## src/rtl/countdown_timer_pkg.sv

```systemverilog
// ---------------------------------------------------------------------------
// countdown_timer_pkg
//   Shared definitions for the countdown timer block: FSM state encoding,
//   the default counter width and the prescaler width helper.
//   No ports (package).
// ---------------------------------------------------------------------------
package countdown_timer_pkg;

    localparam int DEFAULT_WIDTH = 16;

    typedef enum logic [1:0] {
        ST_IDLE = 2'd0,
        ST_RUN  = 2'd1,
        ST_HOLD = 2'd2
    } state_e;

    // Width of the prescaler counter: max(1, clog2(prescale)).
    function automatic int prescale_width(input int prescale);
        return (prescale <= 2) ? 1 : $clog2(prescale);
    endfunction

endpackage

```

## src/rtl/countdown_timer_if.sv

```systemverilog
// ---------------------------------------------------------------------------
// countdown_timer_if
//   Valid/ready load port of the countdown timer.
//   load_valid : load request, load_val valid while high
//   load_ready : load accepted when load_valid & load_ready at posedge
//   load_val   : value written into the count and reload registers
//   master modport drives the request, slave modport (the timer) accepts it.
// ---------------------------------------------------------------------------
interface countdown_timer_if
    import countdown_timer_pkg::*;
#(
    parameter int WIDTH = DEFAULT_WIDTH
) ();

    logic             load_valid;
    logic             load_ready;
    logic [WIDTH-1:0] load_val;

    modport master (
        output load_valid,
        output load_val,
        input  load_ready
    );

    modport slave (
        input  load_valid,
        input  load_val,
        output load_ready
    );

endinterface

```

## src/rtl/countdown_timer_tick_gen.sv

```systemverilog
// ---------------------------------------------------------------------------
// countdown_timer_tick_gen
//   Prescaler for the countdown timer. Counts 0..PRESCALE-1 while enabled and
//   raises tick in the cycle the counter sits at PRESCALE-1. When disabled the
//   phase is frozen; clear returns it to 0.
//   clk    : clock
//   reset  : asynchronous, active-high reset
//   enable : advance the prescaler this cycle
//   clear  : force the prescaler back to phase 0
//   tick   : decrement strobe (combinational)
// ---------------------------------------------------------------------------
module countdown_timer_tick_gen
    import countdown_timer_pkg::*;
#(
    parameter int PRESCALE = 1
) (
    input  logic clk,
    input  logic reset,
    input  logic enable,
    input  logic clear,
    output logic tick
);

    localparam int            PW   = prescale_width(PRESCALE);
    localparam logic [PW-1:0] LAST = PW'(PRESCALE - 1);

    logic [PW-1:0] presc_q;
    logic [PW-1:0] presc_d;

    assign tick = enable && (presc_q == LAST);

    always_comb begin
        // NOTE: default first so every path assigns presc_d and no latch is inferred.
        presc_d = presc_q;
        if (clear) begin
            presc_d = '0;
        end else if (tick) begin
            presc_d = '0;
        end else if (enable) begin
            presc_d = presc_q + PW'(1);
        end
    end

    always_ff @(posedge clk or posedge reset) begin
        if (reset) begin
            // NOTE: non-blocking for state so every flop samples pre-edge values.
            presc_q <= '0;
        end else begin
            presc_q <= presc_d;
        end
    end

endmodule

```

## src/rtl/countdown_timer.sv

```systemverilog
// ---------------------------------------------------------------------------
// countdown_timer
//   Loads a WIDTH-bit value over a valid/ready port and counts it down to
//   zero, one step every PRESCALE clocks. Emits a one-cycle expire pulse and a
//   sticky irq at expiry; either reloads and keeps running (auto_reload) or
//   stops in IDLE (one-shot).
//   clk         : clock
//   reset       : asynchronous, active-high reset
//   load_if     : load port (slave side), accepted whenever not running
//   start       : level, enter RUN from IDLE/HOLD if the count is nonzero
//   stop        : level, RUN -> HOLD with count and prescaler frozen
//   auto_reload : sampled at expiry, 1 = reload and keep running
//   irq_ack     : clears irq
//   cnt         : current count (registered)
//   running     : state == RUN
//   expire      : registered one-cycle pulse after the final decrement
//   irq         : sticky expiry flag
// ---------------------------------------------------------------------------
module countdown_timer
    import countdown_timer_pkg::*;
#(
    parameter int WIDTH    = DEFAULT_WIDTH,
    parameter int PRESCALE = 1
) (
    input  logic             clk,
    input  logic             reset,
    countdown_timer_if.slave load_if,
    input  logic             start,
    input  logic             stop,
    input  logic             auto_reload,
    input  logic             irq_ack,
    output logic [WIDTH-1:0] cnt,
    output logic             running,
    output logic             expire,
    output logic             irq
);

    localparam logic [WIDTH-1:0] ONE = WIDTH'(1);

    state_e           state_q;
    state_e           state_d;
    logic [WIDTH-1:0] cnt_q;
    logic [WIDTH-1:0] cnt_d;
    logic [WIDTH-1:0] reload_q;
    logic [WIDTH-1:0] reload_d;
    logic             expire_q;
    logic             expire_d;
    logic             irq_q;
    logic             irq_d;

    logic             load_ready;
    logic             load_fire;
    logic             tick_en;
    logic             tick;

    // Loads are refused only while counting, so a running count can never be
    // replaced mid-flight.
    assign load_ready         = (state_q != ST_RUN);
    assign load_if.load_ready = load_ready;
    assign load_fire          = load_if.load_valid && load_ready;

    // stop freezes the prescaler in the same cycle, which is what gives stop
    // priority over a coincident tick.
    assign tick_en = (state_q == ST_RUN) && !stop;

    countdown_timer_tick_gen #(
        .PRESCALE (PRESCALE)
    ) u_tick_gen (
        .clk    (clk),
        .reset  (reset),
        .enable (tick_en),
        .clear  (load_fire),
        .tick   (tick)
    );

    always_comb begin
        state_d  = state_q;
        cnt_d    = cnt_q;
        reload_d = reload_q;
        expire_d = 1'b0;

        if (load_fire) begin
            cnt_d    = load_if.load_val;
            reload_d = load_if.load_val;
        end

        case (state_q)
            ST_IDLE, ST_HOLD: begin
                // Decide on the post-load count so load+start runs the new value.
                // stop dominates start in every state.
                if (start && !stop && (cnt_d != '0)) begin
                    state_d = ST_RUN;
                end
            end
            ST_RUN: begin
                if (stop) begin
                    state_d = ST_HOLD;
                end else if (tick && (cnt_q != '0)) begin
                    if (cnt_q == ONE) begin
                        expire_d = 1'b1;
                        if (auto_reload) begin
                            // Jump straight to the reload value: 0 is never shown.
                            cnt_d = reload_q;
                        end else begin
                            cnt_d   = '0;
                            state_d = ST_IDLE;
                        end
                    end else begin
                        cnt_d = cnt_q - ONE;
                    end
                end
            end
            default: begin
                state_d = ST_IDLE;
            end
        endcase

        // Set wins over a same-cycle acknowledge.
        irq_d = expire_d || (irq_q && !irq_ack);
    end

    always_ff @(posedge clk or posedge reset) begin
        if (reset) begin
            state_q  <= ST_IDLE;
            cnt_q    <= '0;
            reload_q <= '0;
            expire_q <= 1'b0;
            irq_q    <= 1'b0;
        end else begin
            state_q  <= state_d;
            cnt_q    <= cnt_d;
            reload_q <= reload_d;
            expire_q <= expire_d;
            irq_q    <= irq_d;
        end
    end

    assign cnt     = cnt_q;
    assign running = (state_q == ST_RUN);
    assign expire  = expire_q;
    assign irq     = irq_q;

endmodule

```

## src/flat_wrapper.sv

```systemverilog
// flat-port wrapper written by rule: the top's interface ports become plain ports
module countdown_timer_flat import countdown_timer_pkg::*;
#(
    parameter int WIDTH    = DEFAULT_WIDTH,
    parameter int PRESCALE = 1
)
  (clk, reset, start, stop, auto_reload, irq_ack, cnt, running, expire, irq, load_if_load_valid, load_if_load_val, load_if_load_ready);
  countdown_timer_if #(.WIDTH(WIDTH)) load_if_i ();
  input  logic clk;
  input  logic reset;
  input  logic start;
  input  logic stop;
  input  logic auto_reload;
  input  logic irq_ack;
  output logic [WIDTH-1:0] cnt;
  output logic running;
  output logic expire;
  output logic irq;
  input wire logic [$bits(load_if_i.load_valid)-1:0] load_if_load_valid;
  input wire logic [$bits(load_if_i.load_val)-1:0] load_if_load_val;
  output wire logic [$bits(load_if_i.load_ready)-1:0] load_if_load_ready;
  assign load_if_i.load_valid = load_if_load_valid;
  assign load_if_i.load_val = load_if_load_val;
  assign load_if_load_ready = load_if_i.load_ready;
  countdown_timer #(.WIDTH(WIDTH), .PRESCALE(PRESCALE)) u_core (.clk(clk), .reset(reset), .load_if(load_if_i), .start(start), .stop(stop), .auto_reload(auto_reload), .irq_ack(irq_ack), .cnt(cnt), .running(running), .expire(expire), .irq(irq));
endmodule
```

## config.mk

```make
export PLATFORM = sky130hd
export DESIGN_NAME = countdown_timer_flat
export DESIGN_NICKNAME = d
export VERILOG_FILES = /design/src/rtl/countdown_timer_pkg.sv /design/src/rtl/countdown_timer_if.sv /design/src/rtl/countdown_timer_tick_gen.sv /design/src/rtl/countdown_timer.sv /design/src/flat_wrapper.sv
export SDC_FILE = /design/constraint.sdc
export NUM_CORES = 1
export LEC_CHECK = 0
export ABC_AREA = 0
export CORE_ASPECT_RATIO = 1.4
export CORE_UTILIZATION = 45
export CTS_BUF_LIST = sky130_fd_sc_hd__clkbuf_4 sky130_fd_sc_hd__clkbuf_8
export DETAILED_ROUTE_END_ITERATION = 10
export GPL_ROUTABILITY_DRIVEN = 0
export HOLD_SLACK_MARGIN = 0.05
export PLACE_DENSITY = 0.7
export SLEW_MARGIN = 30
export SYNTH_ARGS = -nofsm -noshare
export SYNTH_HDL_FRONTEND = slang
export SYNTH_SLANG_ARGS = --single-unit
```

## constraint.sdc

```tcl
create_clock -name clk -period 5 [get_ports clk]
set_input_delay 1 -clock clk [delete_from_list [all_inputs] [get_ports clk]]
set_output_delay 1 -clock clk [all_outputs]
set_load 0.03 [all_outputs]
```

* Word level (Yosys, flattened, before mapping) *
Index checks and enable logic that the tools add are counted.

word-level totals
  input bits = 23
  register bits = 37
  word-level logic and storage cells = 52
  output and inout bits = 20

cells by class
  reductions and logical operators = 16
  equal/unequal tests = 8
  add/sub/neg operators = 2
  bitwise logic cells = 1
  muxes and demuxes = 19

operators by type and width
  kind                   count
  $mux 16                6
  $reduce_bool 16->1     2
  $eq 16x1->1 const B    1
  $sub 16x1->16 const B  1
  $mux 2                 5
  $logic_and 1x1->1      7
  $mux 1                 7
  $ne 3x2->1 const B     2
  $ne 2x1->1 const B     2
  $pmux 2 s2             1
  $reduce_and 4->1       1
  $ne 3x3->1 const B     1
  $reduce_bool 3->1      1
  $eq 2x1->1 const B     1
  $eq 2x2->1 const B     1
  $logic_not 1->1        2
  $logic_not 2->1        1
  $reduce_or 2->1        1
  $add 1x1->1 const B    1
  $logic_or 1x1->1       1
  $not 1->1              1

* Depth between registers and ports, before layout *
Gate-level depths: netlist of run 1.

  depth after elaboration = 8
  depth in mapped cells = 8

* Cells and area by module *
A second synthesis of run 1 with hierarchy kept.

second synthesis, totals
  cells, all modules = 240
  area total of the unflattened synthesis = 2290.9 µm²

by module, submodules not included
  module                    instances  cells each  seq. area each (µm²)  area an instance (µm²)
  countdown_timer           1          236         900.9                 2240.9
  countdown_timer_tick_gen  1          4           25.0                  50.0

* Least setup slack after synthesis of run 1 *
OpenSTA, ideal clock, no wires.

  path type = in2reg
  start point = input stop
  end point = register u_core.cnt_q[11] (netlist: u_core.cnt[11])
  setup time = 141 ps
  setup slack = 2728 ps
  buffers on the path = 1
  data arrival time = 2131 ps
  stages on the path = 6
  path through = or3b_2 nor2_1 o21ai_2 buf_2 a311oi_1 a31oi_1

between the ends
  cells in the longest elaborated chain, start to end = 7

RTL lines
  element                 RTL line                        source
  start: declaration      flat_wrapper.sv:12              input logic stop;
  $logic_not 1->1         countdown_timer.sv:64           assign tick_en = (state_q == ST_RUN) && !stop;
  $logic_and 1x1->1       countdown_timer.sv:64
  $logic_and 1x1->1       countdown_timer_tick_gen.sv:30  assign tick = enable && (presc_q == LAST);
  $logic_and 1x1->1       countdown_timer.sv:98           end else if (tick && (cnt_q != '0)) begin
  $mux 16                 countdown_timer.sv:98
  $mux 16 (*)             countdown_timer.sv:96           if (stop) begin
  $mux 16 (*)             countdown_timer.sv:87           case (state_q)
  net u_core.cnt_d[11]    countdown_timer.sv:43           logic [WIDTH-1:0] cnt_d;
  end signal: assignment  countdown_timer.sv:131          cnt_q <= cnt_d;
  end: declaration        countdown_timer.sv:42           logic [WIDTH-1:0] cnt_q;

The timed path passes the listed nets; every way through them passes the cells marked *.
A chain may end at the register's enable or synchronous reset.

* Worst setup path in the final report of run 1 *
  start point = register u_core.state_q[1]
  end point = output running

between the ends
  cells in the longest elaborated chain, start to end = 1

RTL lines
  element                   RTL line                source
  start: declaration        countdown_timer.sv:40   state_e state_q;
  start signal: assignment  countdown_timer.sv:130  state_q <= state_d;
  $eq 2x1->1                countdown_timer.sv:139  assign running = (state_q == ST_RUN);
  end: declaration          flat_wrapper.sv:16      output logic running;

No other way between the ends.

==> results of run 1 <==
[per-layer routing]
layer	up-vias	GRT usage (%)
li1	922	-
met1	919	30.46
met2	49	40.22
met3	7	3.738
met4	0	9.286
met5	-	0
[registers in the layout (all words and copies together) (netlist names)]
register,cells
u_core.irq,1
u_core.u_tick_gen.presc_q,1
u_core.state_q,2
u_core.expire,1
u_core.cnt,16
u_core.reload_q,16
[cell type report]
cell class	instances	area, µm²
timing repair buffer	46	454.2
inverter	6	22.52
clock inverter	2	10.01
fill	380	1698
sequential	37	925.9
multi-input combinational	179	1047
tap	60	75.07
clock buffer	6	76.32
[cell families (layout without fill, tap and decap cells)]
| family | count (synthesis) | count (layout) |
|---|---|---|
| xor+xnor | 11 | 11 |
| buf+inv | 22 | 60 |
| simple gates | 123 | 123 |
| flops | 37 | 37 |
| fa+ha+maj | 2 | 2 |
| compound gates | 43 | 43 |
[per-stage QoR]
step	cell area (µm²)	std cells
floorplan	2069	238
detailed placement	2525	328
global route	2611	336
global placement	2504	326
CTS	2611	336
finish	2611	336
[cell usage after synthesis (2+ instances only)]
cell	number
ha_1	2
xor2_1	3
nor4_1	7
a311oi_1	6
a31oi_1	14
or4_1	3
inv_1	6
nor3_1	4
nor2_1	10
a21oi_1	3
xnor2_1	8
or3b_2	2
or4_4	2
o31ai_1	2
dfrtp_1	37
a32oi_1	4
nand2_1	73
nand3_1	7
o21ai_0	3
a211oi_2	3
a211oi_1	2
nor4_2	2
and3_1	5
buf_2	4
o21a_1	2
clkbuf_1	10
nand4_1	2
[report_power, final]
part / switching (mW) / internal, mW / total (mW)
clock network: 0.108 / 0.102 / 0.210
registers: 0.0871 / 0.363 / 0.450
logic: 0.228 / 0.176 / 0.404
total: 0.423 / 0.641 / 1.06
[final timing paths]
path / start / end / slack, ns / cells after the start
max: u_core.state_q[1]$_DFFE_PP0P_ / running / 2.39 / 3
min: u_core.reload_q[10]$_DFFE_PP0N_ / u_core.reload_q[10]$_DFFE_PP0N_ / 0.47 / 2
max reg2reg: u_core.cnt[6]$_DFF_PP0_ / u_core.cnt[11]$_DFF_PP0_ / 2.45 / 7
min reg2reg: u_core.reload_q[10]$_DFFE_PP0N_ / u_core.reload_q[10]$_DFFE_PP0N_ / 0.47 / 2
max in group asynchronous: reset / u_core.cnt[15]$_DFF_PP0_ / 3.55 / 3
min in group asynchronous: reset / u_core.reload_q[6]$_DFFE_PP0N_ / 1.11 / 3
[worst max-delay path: stages, from the launching register on]
cell,delay [ns]
dfrtp_1,0.40
nand2b_1,0.20
inv_1,0.07
clkdlybuf4s50_1,0.66
==> impl_metrics.csv, run 1 <==
group,metric,value,unit
status,outcome,"finished, final reports clean",
critical_path,end_kind,"output pin",
floorplanning,die_w,59.32,µm
cells_and_area,final_nets,300,
grt,antenna_found_initial,0,
place,io_buffers,42,
floorplanning,die_area,4878,µm²
yosys,synth.distinct_cells,39,
yosys,syn_avg_cell_area,8.695,µm²
worst_hold_path,hold_path.class,"reg2reg",
critical_path,cp.arrival,1.61,ns
timing,timing.hold.ws,0.4741,ns
grt,grt_pass1_vias,1823,
clocking,clkLatencyLatePin,0.29,ns
power,power_density,407.5,nW/µm²
yosys,synth-adder-area-share,1.209,%
timing,timing.fmax,0.3832,GHz
yosys,synth_top_area_share,44.74,%
critical_path,cp_max_fo,4,
timing,finalSetupTns,0,ns
cells_and_area,final_common_cell,"nand2_1",
timing,finalCritPeriodShare,52.19,%
timing,finClkSkew,0.007614,ns
clocking,path_clk_slew,0.07,ns
timing,final.min_clock_period,2.609,ns
grt,grt_overflow,0,
yosys,synthXorXnorAreaFrac,4.655,%
detailed_routing,wl_met1,2.258,mm
yosys,yosysWarnings,0,
place,dp_hpwl,3.531,mm
place,pre_cts_ws,2.104,ns
detailed_routing,wl_per_cell,15.21,µm
yosys,synth_edf_count,0,
timing,layout_setup_ws,2.391,ns
timing,rsz0062_at_grt,"false",
timing,setup-violations-final,0,
grt,globalRouteTotalUtil,23.92,%
cells_and_area,drive_gt1_share,9.058,%
floorplanning,core_area,4309,µm²
detailed_routing,wl_met3,197,µm
yosys,synth-seq-area-share,44.74,%
yosys,async_reset_ff_share,100.0,%
timing,finalMaxSlewViolations,0,
clocking,cts_tree,"done",
detailed_routing,drt-pass1-iter-count,4,
yosys,synth-main-ff-cell,"dfrtp_1",
yosys,synth_top_area_cell,"dfrtp_1",
timing,worst_slew_pin_slew,0.6963,ns
yosys,synth_top_family_by_area,"simple AND/OR/NAND/NOR gates",
yosys,yosys.area_share.simple,29.14,%
detailed_routing,wl_met2,2.581,mm
detailed_routing,antenna_left,0,
yosys,syn-cell-area,2069,µm²
clocking,cts_max_level,2,
critical_path,critical_path_class,"reg2out",
detailed_routing,drc_errors,0,
floorplanning,row_count,28,
clocking,clkSinkCount,37,
clocking,cts_buffers,5,
grt,grt_pass1_wl,8.700,mm
power,total_power,1.064,mW
yosys,synth_fp_nets,263,
clocking,ctsRootBufferMaster,"clkbuf_8",
clocking,postCtsSetupRepairBufs,0,
detailed_routing,via_per_inst,5.646,
cells_and_area,final_cell_mix,"nand2_1 (72), clkdlybuf4s50_1 (42), dfrtp_1 (37)",
grt,grt_max_degree,38,
detailed_routing,totalWireLength,5.109,mm
critical_path,critPathLaunchType,"flop",
flow_run,maxCapViolations,0,
floorplanning,start_util,48.03,%
detailed_routing,highest_layer,"met4",
cells_and_area,areaGrowthSynthToFinish,26.18,%
clocking,cts_resized,0,
yosys,synth_mux_area_share,0,%
detailed_routing,vias,1897,
yosys,ys_seq_elements,37,
yosys,synth_top_cells_by_area,"dfrtp_1 (45%), nand2_1 (13%), a31oi_1 (4.2%), xnor2_1 (3.4%), a311oi_1 (2.5%)",
cells_and_area,utilization,60.60,%
detailed_routing,drtIter0Drc,107,
clocking,clockBufferDepth,2,
yosys,synth-compound-area-share,15.48,%
floorplanning,ioPinCount,43,
yosys,syn_inst,238,
critical_path,cp.required,4.00,ns
clocking,hold_buffers,0,
power,p_leak,1.123,nW
timing,hold_violations,0,
power,irDropWorstVdd,0.0002592,V
floorplanning,die_y,82.24,µm
cells_and_area,diodes,0,
timing,slew_headroom,53.58,%
(Power assumes the default switching activity.)
==> run 2, diff against run 1 <==
==> constraint.sdc (replaced) <==
create_clock -name clk -period 2.55 [get_ports clk]
set_input_delay 0.51 -clock clk [delete_from_list [all_inputs] [get_ports clk]]
set_output_delay 0.51 -clock clk [all_outputs]
set_load 0.03 [all_outputs]
==> impl_metrics.csv, run 2 (synthesized netlist as in run 1, its figures left out) <==
group,metric,value,unit
place,dp_hpwl,3.731,mm
cells_and_area,areaGrowthSynthToFinish,32.16,%
detailed_routing,wl_per_cell,15.30,µm
timing,worst_slew_pin_slew,0.6504,ns
critical_path,rr_worst_depth,6,
detailed_routing,via_per_inst,5.620,
detailed_routing,totalWireLength,5.309,mm
critical_path,cp_max_fo,9,
floorplanning,core_area,4309,µm²
floorplanning,die_w,59.32,µm
clocking,clkSinkCount,37,
critical_path,cp.required,2.72,ns
grt,grt_max_degree,38,
power,p_clk_share,25.9,%
floorplanning,ioPinCount,43,
clocking,hold_buffers,0,
clocking,cts_tree,"done",
grt,grt_pass1_vias,2007,
detailed_routing,drtIter0Drc,110,
detailed_routing,highest_layer,"met4",
clocking,postCtsSetupRepairBufs,0,
timing,hold_violations,0,
detailed_routing,wl_met2,2.662,mm
critical_path,path_depth,6,
timing,rsz0062_at_grt,"false",
critical_path,cpPeakStageDelay,0.67,ns
cells_and_area,final_common_cell,"nand2_1",
critical_path,crit_family,"simple AND/OR/NAND/NOR gates",
power,p_int,1.490,mW
grt,grt_overflow,0,
power,comb_power_share,37.6,%
detailed_routing,drc_errors,0,
cells_and_area,final_nets,311,
cells_and_area,stdcell_count,347,
timing,setup-violations-final,0,
critical_path,end_kind,"flop",
worst_hold_path,worstHoldPathCells,2,
status,outcome,"finished, final reports clean",
place,placedCellCount,339,
critical_path,critPathLaunchType,"flop",
detailed_routing,drt-pass1-iter-count,4,
detailed_routing,vias,1950,
timing,finClkSkew,0.006285,ns
detailed_routing,wl_met1,2.304,mm
grt,globalRouteTotalUtil,24.70,%
timing,finalCritPeriodShare,90.01,%
critical_path,critPathBufInv,1,
floorplanning,die_area,4878,µm²
cells_and_area,fillCellCount,381,
floorplanning,die_y,82.24,µm
timing,final.min_clock_period,2.295,ns
clocking,clockBufferDepth,2,
critical_path,critical_path_class,"reg2reg",
clocking,cts_resized,0,
power,p_sw,855.8,µW
power,irDropWorstVdd,0.0005029,V
power,seq_power_share,36.5,%
clocking,path_clk_slew,0.08,ns
cells_and_area,final_cell_mix,"nand2_1 (73), clkdlybuf4s50_1 (42), dfrtp_1 (37)",
critical_path,crit_chain,"or4_1 -> nor4_4 -> buf_4 -> nor2_1 -> a311oi_1 -> a31oi_1",
critical_path,cp.arrival,2.46,ns
grt,antenna_found_initial,0,
power,power_density,857.8,nW/µm²
floorplanning,row_count,28,
clocking,cts_max_level,2,
timing,finalSetupTns,0,ns
detailed_routing,antenna_left,0,
timing,finalMaxSlewViolations,0,
cells_and_area,diodes,0,
worst_hold_path,hold_path.class,"reg2reg",
clocking,cts_buffers,5,
clocking,ctsRootBufferMaster,"clkbuf_8",
floorplanning,start_util,48.03,%
power,switching_share,36.48,%
power,p_leak,1.195,nW
cells_and_area,drive_gt1_share,12.20,%
detailed_routing,wl_met3,265,µm
timing,timing.hold.ws,0.4805,ns
grt,grt_pass1_wl,9.101,mm
flow_run,maxCapViolations,0,
critical_path,crit_slowest_cell,"or4_1",
place,io_buffers,42,
timing,slew_headroom,56.50,%
clocking,clkLatencyLatePin,0.29,ns
timing,timing.fmax,0.4357,GHz
==> run 2: cell types whose count changed in the layout (fill, tap and decap cells not counted) <==
cell,before,now
buf_4,3,15
buf_6,1,0
bufinv_16,0,2
clkbuf_4,1,0
clkinv_2,2,1
nand2_1,72,73
nand2_2,1,0
==> run 2: worst paths after layout <==
kind | from | endpoint | slack [ns]
min reg2reg | u_core.reload_q[14]$_DFFE_PP0N_ | u_core.reload_q[14]$_DFFE_PP0N_ | 0.48
max in group asynchronous | reset | u_core.cnt[10]$_DFF_PP0_ | 1.58
max | u_core.cnt[7]$_DFF_PP0_ | u_core.cnt[1]$_DFF_PP0_ | 0.25
max reg2reg | u_core.cnt[7]$_DFF_PP0_ | u_core.cnt[1]$_DFF_PP0_ | 0.25
min | u_core.reload_q[14]$_DFFE_PP0N_ | u_core.reload_q[14]$_DFFE_PP0N_ | 0.48
min in group asynchronous | reset | u_core.reload_q[7]$_DFFE_PP0N_ | 0.63
==> run 2: worst register-to-register path, delay by kind of cell, from the launching register on <==
family                 cells  cell delay (ns)
AOI/OAI and AO/OA          2             0.29
buffers and inverters      1             0.24
DFF                        1             0.43
and+or+nand+nor            3             1.20
==> run 2: layer usage <==
metal	vias to the layer above	track usage [%]
li1	943	-
met1	932	32.00
met2	68	40.90
met3	7	4.206
met4	0	9.286
met5	-	0
==> run 2: metrics by stage <==
stage / power, mW / instance area (µm²) / util (%) / setup WS, ns
2_1_floorplan: 1.388 / 2069 / - / 0.3006
3_3_place_gp: 1.725 / 2601 / 60.37 / 0.2784
3_5_place_dp: 1.744 / 2601 / 60.37 / 0.2400
4_1_cts: 2.353 / 2735 / 63.47 / 0.2751
5_1_grt: 2.472 / 2735 / 63.47 / 0.1083
6_report: 2.346 / 2735 / 63.47 / 0.2547
==> run 2: area by class of cell <==
class / count / area, µm² / share of cell area [%]
timing repair buffer: 57 / 533.0 / 19.49
tap: 60 / 75.07 / 2.745
clock inverter: 3 / 65.06 / 2.379
multi-input combinational: 179 / 1045 / 38.20
clock buffer: 5 / 68.82 / 2.516
sequential: 37 / 925.9 / 33.85
inverter: 6 / 22.52 / 0.8234
==> run 2: power groups by stage <==
stage          Clock (mW)  Combinational, mW  Sequential (mW)
3_3_place_gp            0              0.867            0.858
5_1_grt             0.635              0.962            0.875
3_5_place_dp            0              0.877            0.868
2_1_floorplan           0              0.400            0.988
6_report            0.607              0.882            0.857
4_1_cts             0.614              0.884            0.855
==> run 3, diff against run 2 <==
--- a/config.mk
+++ b/config.mk
@@ -12,8 +12,9 @@
 export DETAILED_ROUTE_END_ITERATION = 10
 export GPL_ROUTABILITY_DRIVEN = 0
 export HOLD_SLACK_MARGIN = 0.05
-export PLACE_DENSITY = 0.7
+export PLACE_DENSITY = 0.68
 export SLEW_MARGIN = 30
 export SYNTH_ARGS = -nofsm -noshare
 export SYNTH_HDL_FRONTEND = slang
+export SYNTH_HIERARCHICAL = 1
 export SYNTH_SLANG_ARGS = --single-unit
==> impl_metrics.csv, run 3 <==
group,metric,value,unit
status,outcome,"finished, final reports clean",
grt,antenna_found_initial,0,
yosys,syn-cell-area,2291,µm²
place,placedCellCount,348,
detailed_routing,drc_errors,0,
cells_and_area,areaGrowthSynthToFinish,28.73,%
clocking,cts_tree,"done",
yosys,async_reset_ff_share,100.0,%
worst_hold_path,hold_path.class,"in2async",
critical_path,end_kind,"output pin",
yosys,synth_edf_count,0,
detailed_routing,totalWireLength,6.390,mm
clocking,clkLatencyLatePin,0.29,ns
floorplanning,die_y,86.43,µm
detailed_routing,vias,2232,
yosys,synth_top_area_cell,"dfrtp_1",
yosys,syn_inst,240,
clocking,hold_buffers,0,
yosys,yosysMostFrequentCell,"dfrtp_1",
clocking,cts_buffers,5,
cells_and_area,final_cell_mix,"clkdlybuf4s50_1 (42), dfrtp_1 (37), buf_4 (23)",
detailed_routing,drt-pass1-iter-count,5,
timing,finalSetupTns,0,ns
detailed_routing,antenna_left,0,
floorplanning,die_w,62.30,µm
grt,grt_pass1_wl,10.62,mm
timing,worst_slew_pin_slew,0.4901,ns
clocking,postCtsSetupRepairBufs,0,
detailed_routing,drtIter0Drc,207,
critical_path,critPathLaunchType,"flop",
timing,slew_headroom,67.32,%
critical_path,cp.arrival,1.71,ns
clocking,ctsRootBufferMaster,"clkbuf_8",
detailed_routing,wl_per_cell,17.95,µm
floorplanning,ioPinCount,43,
critical_path,cp.required,2.04,ns
timing,finalCritPeriodShare,87.19,%
critical_path,critical_path_class,"reg2out",
grt,grt_max_degree,37,
yosys,synth_commonest_cells,"dfrtp_1 (37), a21o_1 (14), nand3_1 (14)",
detailed_routing,via_per_inst,6.270,
timing,setup-violations-final,0,
place,io_buffers,42,
cells_and_area,stdcell_count,356,
clocking,clkSinkCount,37,
timing,timing.fmax,0.4498,GHz
yosys,yosysWarnings,6,
cells_and_area,fillCellCount,432,
timing,hold_violations,0,
cells_and_area,final_nets,316,
timing,finalMaxSlewViolations,0,
power,p_leak,1.308,nW
yosys,synth_fp_nets,265,
yosys,synth_top_area_share,40.42,%
cells_and_area,drive_gt1_share,13.70,%
place,dp_hpwl,4.568,mm
yosys,syn_avg_cell_area,9.546,µm²
yosys,synth-main-ff-cell,"dfrtp_1",
grt,grt_overflow,0,
timing,finClkSkew,0.005983,ns
clocking,cts_max_level,2,
timing,final.min_clock_period,2.223,ns
grt,grt_pass1_vias,2080,
timing,rsz0062_at_grt,"false",
clocking,cts_resized,0,
power,irDropWorstVdd,0.0003509,V
floorplanning,die_area,5384,µm²
power,power_density,700.4,nW/µm²
yosys,ys_seq_elements,37,
yosys,synth_top_cells_by_area,"dfrtp_1 (40%), a221oi_1 (5.0%), a21o_1 (4.6%), a31oi_1 (3.5%), and3_1 (3.5%)",
clocking,clockBufferDepth,2,
yosys,synth-seq-area-share,40.42,%
critical_path,cp_max_fo,12,
clocking,path_clk_slew,0.08,ns
yosys,synth.distinct_cells,52,
grt,globalRouteTotalUtil,25.24,%
floorplanning,start_util,46.95,%
floorplanning,row_count,30,
cells_and_area,final_common_cell,"clkdlybuf4s50_1",
floorplanning,core_area,4880,µm²
flow_run,maxCapViolations,0,
cells_and_area,diodes,0,
[run 3: report_power, final]
group / switching (mW) / internal [mW] / total [mW]
Sequential: 0.134 / 0.691 / 0.825
Clock: 0.213 / 0.245 / 0.458
Combinational: 0.429 / 0.355 / 0.783
Total: 0.775 / 1.29 / 2.07
[run 3: metal layers]
| metal | vias up | GRT usage [%] | wire length, µm |
|---|---|---|---|
| met2 | 112 | 38.96 | 3020 |
| li1 | 1029 | - | - |
| met5 | - | 0 | 0 |
| met4 | 0 | 10.99 | 127 |
| met3 | 10 | 3.553 | 432 |
| met1 | 1081 | 35.40 | 2809 |
[run 3: layout make-up]
cell class	instances	area [µm²]	area share [%]
multi-input combinational	171	1207	40.94
tap	64	80.08	2.715
clock inverter	1	5.005	0.1697
clock buffer	7	96.34	3.267
timing repair buffer	65	593.1	20.11
inverter	11	41.29	1.400
sequential	37	925.9	31.40
[run 3: kinds of logic (layout without fill, tap and decap cells)]
kind of cell    after synthesis  in the layout  synth area share (%)
fa+ha+maj                     2              2                 1.092
flops                        37             37                 40.42
xor+xnor                      3              3                 1.147
simple gates                 85             85                 23.59
buf+inv                      32             84                 6.881
mux                           9              9                 4.151
compound gates               72             72                 22.72
[run 3: worst paths after layout]
check / start / endpoint / slack (ns) / cells past startpoint
worst max register to register: u_core/cnt[0]$_DFF_PP0_ / u_core/cnt[14]$_DFF_PP0_ / 0.39 / 7
min in group clk: u_core/reload_q[2]$_DFFE_PP0N_ / u_core/reload_q[2]$_DFFE_PP0N_ / 0.48 / 1
max in group asynchronous: reset / u_core/cnt[14]$_DFF_PP0_ / 1.55 / 3
worst min-delay path: reset / u_core/u_tick_gen/presc_q$_DFFE_PP0P_ / 0.38 / 2
worst max-delay path: u_core/state_q[0]$_DFFE_PP0P_ / load_if_load_ready / 0.33 / 3
worst min register to register: u_core/reload_q[2]$_DFFE_PP0N_ / u_core/reload_q[2]$_DFFE_PP0N_ / 0.48 / 1
[run 3: critical path, cell delays in order, from the launching register on]
cell,delay [ns]
dfrtp_1,0.43
nand2b_1,0.13
buf_4,0.18
clkdlybuf4s50_1,0.68
[run 3: metrics by stage]
stage                     util, %  hold slack, ns  setup slack, ns  area (µm²)  power (mW)
after global placement      58.36          0.4573           0.3557        2848       1.596
final                       60.44          0.3808           0.3266        2949       2.066
after detailed placement    58.36          0.4658           0.3101        2848       1.608
after CTS                   60.44          0.3752           0.3217        2949       2.068
after global routing        60.44          0.3885           0.2380        2949       2.180
after floorplan                 -          0.2387           0.4014        2291       1.311
